File: config.mk
export PLATFORM = sky130hd
export DESIGN_NAME = ifetch_unit_flat
export DESIGN_NICKNAME = d
export VERILOG_FILES = /design/src/rtl/ifetch_unit_if.sv /design/src/rtl/ifetch_unit.sv /design/src/flat_wrapper.sv
export SDC_FILE = /design/constraint.sdc
export NUM_CORES = 1
export LEC_CHECK = 0
export ABC_AREA = 1
export CAP_MARGIN = 25
export CORE_MARGIN = 4
export CORE_UTILIZATION = 40
export CTS_CLUSTER_SIZE = 14
export DETAILED_ROUTE_END_ITERATION = 16
export PLACE_DENSITY = 0.7
export SLEW_MARGIN = 20
export SYNTH_ARGS = -nofsm -noshare
export SYNTH_HDL_FRONTEND = slang
export SYNTH_SLANG_ARGS = --single-unit
File: constraint.sdc
create_clock -name clk -period 5.7 [get_ports clk]
set_input_delay 1.14 -clock clk [delete_from_list [all_inputs] [get_ports clk]]
set_output_delay 1.14 -clock clk [all_outputs]
set_load 0.01 [all_outputs]
File: src/rtl/ifetch_unit_if.sv
// Fetch-unit bus bundle: instruction-memory request/response, decode handshake,
// execute redirect and the delivered-instruction counter.
interface ifetch_unit_if;
  logic        imem_req_valid;
  logic [31:0] imem_req_addr;
  logic        imem_req_ready;
  logic        imem_rsp_valid;
  logic [31:0] imem_rsp_data;
  logic        instr_valid;
  logic        instr_ready;
  logic [31:0] instr;
  logic [31:0] instr_pc;
  logic [6:0]  opcode;
  logic [2:0]  funct3;
  logic [6:0]  funct7;
  logic        redirect_valid;
  logic [31:0] redirect_pc;
  logic [31:0] instr_count;

  modport master (
    output imem_req_valid, imem_req_addr,
    input  imem_req_ready, imem_rsp_valid, imem_rsp_data,
    output instr_valid, instr, instr_pc, opcode, funct3, funct7, instr_count,
    input  instr_ready, redirect_valid, redirect_pc
  );

  modport slave (
    input  imem_req_valid, imem_req_addr,
    output imem_req_ready, imem_rsp_valid, imem_rsp_data,
    input  instr_valid, instr, instr_pc, opcode, funct3, funct7, instr_count,
    output instr_ready, redirect_valid, redirect_pc
  );
endinterface

File: src/rtl/ifetch_unit.sv
// Single-outstanding instruction fetch: PC, one-entry output register with
// pre-split fields, and redirect squash of in-flight fetches.
module ifetch_unit #(
  parameter logic [31:0] RESET_PC  = 32'h0000_0000,
  parameter logic [31:0] NOP_INSTR = 32'h0000_0013
) (
  input  logic          clk,
  input  logic          rst,
  ifetch_unit_if.master bus
);

  typedef enum logic [2:0] {IDLE, REQ, WAIT, HOLD, DRAIN} state_t;

  state_t      r_state, w_state_nxt;
  logic [31:0] r_pc, w_pc_nxt;
  logic [31:0] r_instr, w_instr_nxt;
  logic [31:0] r_instr_pc, w_instr_pc_nxt;
  logic [31:0] r_count, w_count_nxt;
  logic        r_valid, w_valid_nxt;
  logic        w_hs;

  assign w_hs = (r_state == HOLD) && r_valid && bus.instr_ready;

  always_ff @(posedge clk or posedge rst) begin
    if (rst) begin
      r_state    <= IDLE;
      r_pc       <= RESET_PC;
      r_instr    <= NOP_INSTR;
      r_instr_pc <= 32'h0;
      r_count    <= 32'h0;
      r_valid    <= 1'b0;
    end else begin
      r_state    <= w_state_nxt;
      r_pc       <= w_pc_nxt;
      r_instr    <= w_instr_nxt;
      r_instr_pc <= w_instr_pc_nxt;
      r_count    <= w_count_nxt;
      r_valid    <= w_valid_nxt;
    end
  end

  always_comb begin
    w_state_nxt    = r_state;
    w_pc_nxt       = r_pc;
    w_instr_nxt    = r_instr;
    w_instr_pc_nxt = r_instr_pc;
    w_count_nxt    = r_count;
    w_valid_nxt    = r_valid;
    // A handshake in HOLD counts even when a redirect squashes it in the same cycle.
    if (w_hs) w_count_nxt = r_count + 32'd1;
    if (bus.redirect_valid) begin
      w_pc_nxt    = bus.redirect_pc & ~32'h3;
      w_valid_nxt = 1'b0;
      w_instr_nxt = NOP_INSTR;
      case (r_state)
        REQ:     w_state_nxt = bus.imem_req_ready ? DRAIN : REQ;
        WAIT:    w_state_nxt = bus.imem_rsp_valid ? REQ : DRAIN;
        DRAIN:   w_state_nxt = bus.imem_rsp_valid ? REQ : DRAIN;
        default: w_state_nxt = REQ;
      endcase
    end else begin
      case (r_state)
        IDLE: w_state_nxt = REQ;
        REQ:  if (bus.imem_req_ready) w_state_nxt = WAIT;
        WAIT: if (bus.imem_rsp_valid) begin
          w_instr_nxt    = bus.imem_rsp_data;
          w_instr_pc_nxt = r_pc;
          w_valid_nxt    = 1'b1;
          w_pc_nxt       = r_pc + 32'd4;
          w_state_nxt    = HOLD;
        end
        HOLD: if (w_hs) begin
          w_valid_nxt = 1'b0;
          w_instr_nxt = NOP_INSTR;
          w_state_nxt = REQ;
        end
        DRAIN:   if (bus.imem_rsp_valid) w_state_nxt = REQ;
        default: w_state_nxt = IDLE;
      endcase
    end
  end

  assign bus.imem_req_valid = (r_state == REQ);
  assign bus.imem_req_addr  = r_pc;
  assign bus.instr_valid    = r_valid;
  assign bus.instr          = r_instr;
  assign bus.instr_pc       = r_instr_pc;
  assign bus.opcode         = r_instr[6:0];
  assign bus.funct3         = r_instr[14:12];
  assign bus.funct7         = r_instr[31:25];
  assign bus.instr_count    = r_count;

endmodule

File: src/flat_wrapper.sv
// flat-port wrapper written by rule: the top's interface ports become plain ports
module ifetch_unit_flat 
#(
  parameter logic [31:0] RESET_PC  = 32'h0000_0000,
  parameter logic [31:0] NOP_INSTR = 32'h0000_0013
)
  (clk, rst, bus_imem_req_valid, bus_imem_req_addr, bus_imem_req_ready, bus_imem_rsp_valid, bus_imem_rsp_data, bus_instr_valid, bus_instr, bus_instr_pc, bus_opcode, bus_funct3, bus_funct7, bus_instr_count, bus_instr_ready, bus_redirect_valid, bus_redirect_pc);
  ifetch_unit_if bus_i ();
  input  logic clk;
  input  logic rst;
  output wire logic [$bits(bus_i.imem_req_valid)-1:0] bus_imem_req_valid;
  output wire logic [$bits(bus_i.imem_req_addr)-1:0] bus_imem_req_addr;
  input wire logic [$bits(bus_i.imem_req_ready)-1:0] bus_imem_req_ready;
  input wire logic [$bits(bus_i.imem_rsp_valid)-1:0] bus_imem_rsp_valid;
  input wire logic [$bits(bus_i.imem_rsp_data)-1:0] bus_imem_rsp_data;
  output wire logic [$bits(bus_i.instr_valid)-1:0] bus_instr_valid;
  output wire logic [$bits(bus_i.instr)-1:0] bus_instr;
  output wire logic [$bits(bus_i.instr_pc)-1:0] bus_instr_pc;
  output wire logic [$bits(bus_i.opcode)-1:0] bus_opcode;
  output wire logic [$bits(bus_i.funct3)-1:0] bus_funct3;
  output wire logic [$bits(bus_i.funct7)-1:0] bus_funct7;
  output wire logic [$bits(bus_i.instr_count)-1:0] bus_instr_count;
  input wire logic [$bits(bus_i.instr_ready)-1:0] bus_instr_ready;
  input wire logic [$bits(bus_i.redirect_valid)-1:0] bus_redirect_valid;
  input wire logic [$bits(bus_i.redirect_pc)-1:0] bus_redirect_pc;
  assign bus_imem_req_valid = bus_i.imem_req_valid;
  assign bus_imem_req_addr = bus_i.imem_req_addr;
  assign bus_i.imem_req_ready = bus_imem_req_ready;
  assign bus_i.imem_rsp_valid = bus_imem_rsp_valid;
  assign bus_i.imem_rsp_data = bus_imem_rsp_data;
  assign bus_instr_valid = bus_i.instr_valid;
  assign bus_instr = bus_i.instr;
  assign bus_instr_pc = bus_i.instr_pc;
  assign bus_opcode = bus_i.opcode;
  assign bus_funct3 = bus_i.funct3;
  assign bus_funct7 = bus_i.funct7;
  assign bus_instr_count = bus_i.instr_count;
  assign bus_i.instr_ready = bus_instr_ready;
  assign bus_i.redirect_valid = bus_redirect_valid;
  assign bus_i.redirect_pc = bus_redirect_pc;
  ifetch_unit #(.RESET_PC(RESET_PC), .NOP_INSTR(NOP_INSTR)) u_core (.clk(clk), .rst(rst), .bus(bus_i));
endmodule
==> results.tsv <==
stage	metric	value	unit
status	status	finished, final reports clean	
flow_run	maxCapViolCount	0	
timing	setup_tns	0	ns
worst_setup_path	worstPathCellList	clkdlybuf4s50_1 -> inv_1 -> nand3_2 -> inv_1 -> buf_4 -> a22o_1	
synth	netlist_instances	920	
cts	root_buffer	clkbuf_16	
timing	final-setup-viol-count	0	
cts	cts.sinks	128	
finish	synthToLayoutAreaGrowth	40.8	%
global_route	grt_pass1_wl	33500	µm
power	leakage	0.00441	µW
timing	period_needed	3.83	ns
worst_setup_path	path_max_fanout	23	
timing	hold_viol_final	0	
die	die_h	139	µm
placement	dp_hpwl	15300	µm
placement	gp_congestion	0.922	
route	num_vias	6624	
cts	cts-resized-gates	0	
route	detail-route-antenna-nets	0	
route	drt_first_pass_iters	5	
worst_setup_path	crit_family	buffers and inverters	
synth	synth_edf_count	0	
synth	ys_warn_count	0	
worst_setup_path	critPathMaxStageDelay	0.90	ns
cts	hold_buffers	0	
finish	final_cell_mix	nand2_1 (323), clkdlybuf4s50_1 (210), nor2_1 (132)	
route	avgViaCountPerCell	4.93	
worst_setup_path	critPathArrivalTime	4.18	ns
synth	synth_cell_types	34	
cts	cts_tree	built	
cts	clockBufferDepth	2	
synth	syn_area_per_cell	7.48	µm²
synth	yosys.area.top_type	dfrtp_1	
global_route	grt_max_degree	75	
finish	n_antenna_cell	0	
synth	yosysTopAreaCellShare	45.5	%
global_route	antenna_found_initial	0	
die	start_util	41.2	%
timing	post-route-period-util	67.2	%
route	drc	0	
synth	seq_area_frac_synth	46.6	%
cts	post-cts-setup-buffers	0	
worst_hold_path	hold_path_class	reg -> reg	
worst_setup_path	critPathSlowestCell	clkdlybuf4s50_1	
die	io_pins	217	
timing	fmax	261	MHz
synth	async_flop_share	100	%
timing	fin_hold_ws	0.482	ns
synth	synth_area_leaders	dfrtp_1 (45%), nand2_1 (18%), nor2_1 (7.2%)	
timing	clock-skew-final	0.00977	ns
die	die_area	0.0194	mm²
finish	final_common_cell	nand2_1	
timing	tightest_slew	0.928	ns
power	peakVddDrop	0.000218	V
finish	layout.nets	1183	
synth	ys.flop_type	dfrtp_1	
die	die_w	139	µm
die	num_rows	47	
worst_setup_path	worstSetupPathType	in -> reg	
cts	clk_pin_slew_worst_paths	0.06	ns
worst_setup_path	cp.required	6.05	ns
timing	finalMaxSlewViolations	0	
finish	fin_util	58.0	%
synth	ys_ff_latch	128	
worst_setup_path	path_buf_inv	4	
power	power_density	358	mW/mm²
placement	port_buffers	210	
cts	cts_max_level	4	
worst_setup_path	cp-end-kind	flop	
cts	cts_buffers	17	
finish	drive_above_1_share	5.34	%
global_route	grt.total_usage	21.4	%
route	drtIter0Drc	316	
worst_setup_path	cp-start-kind	input pin	
synth	synth_area	0.00688	mm²
cts	clk_latency	0.42	ns
route	routed_wl	20800	µm
global_route	overflow	0	
worst_setup_path	crit_path_frequent_cell	inv_1	
timing	relSlewSlack	38.0	%
route	wl_per_cell	15.5	µm
global_route	grt_pass1_vias	6398	
die	core	0.0167	mm²
timing	rsz0062_at_grt	false	
## stage by stage
stage / std cells / instance area [µm²] / worst slack, ns / power, µW
global route: 1343 / 9690 / 1.72 / 3660
finish: 1343 / 9690 / 1.87 / 3470
global placement: 1311 / 9020 / 1.58 / 2280
detailed placement: 1311 / 9020 / 1.55 / 2290
floorplan: 923 / 6890 / 1.15 / 1740
CTS: 1342 / 9660 / 1.97 / 3500
## cell type report
| type | count | area (µm²) |
|---|---|---|
| Clock buffer | 20 | 457 |
| Clock inverter | 11 | 186 |
| Fill cell | 1549 | 7010 |
| Inverter | 74 | 280 |
| Multi-Input combinational cell | 673 | 3110 |
| Sequential cell | 128 | 3210 |
| Tap cell | 220 | 275 |
| Timing Repair Buffer | 217 | 2170 |
## final timing paths
check / endpoint / slack, ns / from / cells past startpoint
setup / recovery: u_core.bus.instr[26] / 1.87 / bus_redirect_valid / 6
hold / removal: u_core.bus.instr_pc[6] / 0.48 / u_core.bus.instr_pc[6] / 2
max in group asynchronous: u_core.bus.instr[1] / 3.57 / rst / 4
min in group asynchronous: u_core.bus.instr_count[13] / 1.08 / rst / 2
hold reg to reg: u_core.bus.instr_pc[6] / 0.48 / u_core.bus.instr_pc[6] / 2
setup reg to reg: u_core.bus.imem_req_addr[15] / 3.55 / u_core.r_state[2] / 10
## per-layer routing
metal	GRT usage [%]	wire [µm]	up-vias
met4	5.05	261	0
met2	34.5	9700	251
met5	0	0	-
met3	7.07	1660	25
li1	-	-	3284
met1	28.1	9190	3064
## state kept, by name, summed over array words and instances (netlist names)
name and count:
u_core.bus.imem_req_addr 30, u_core.bus.instr 32, u_core.bus.instr_count 32, u_core.bus.instr_pc 30, u_core.bus.instr_valid 1, u_core.r_state 3
## synth_stat cells, types with 5 or more instances
library cell and n:
nor2_4 5, clkbuf_1 8, a21oi_1 17, nand2_1 323, xor2_1 10, o21ai_0 50
buf_4 24, nand3_1 51, inv_1 72, a22o_1 29, xnor2_1 7, nor2_1 132
buf_2 11, dfrtp_1 125, nand2_2 5, nand3b_1 8
## worst min-delay path, delay by kind of cell, from the launching register on
family	cells	cell delay [ns]
AO/OA/AOI/OAI	1	0.06
flip-flops	1	0.34
AND/OR/NAND/NOR	1	0.05
## report_power, final
part	switching, µW	total [µW]	leakage (µW)	internal (µW)
clock	402	1200	0.000316	794
sequential	163	1260	0.00162	1090
combinational	509	1020	0.00248	510
total	1070	3470	0.00441	2400
## logic make-up (layout without fill, tap and decap cells)
family / Yosys count / in the layout / synth area share (%)
AND/OR/NAND/NOR: 540 / 540 / 32.3
flip-flops: 128 / 128 / 46.6
buffers and inverters: 122 / 322 / 8.49
AO/OA/AOI/OAI: 110 / 110 / 10.1
XOR/XNOR: 17 / 17 / 2.16
adder cells (fa/ha/maj): 2 / 2 / 0.364
other: 1 / 4 / 0.0545
Note: power is estimated with default switching activity, not from simulation.
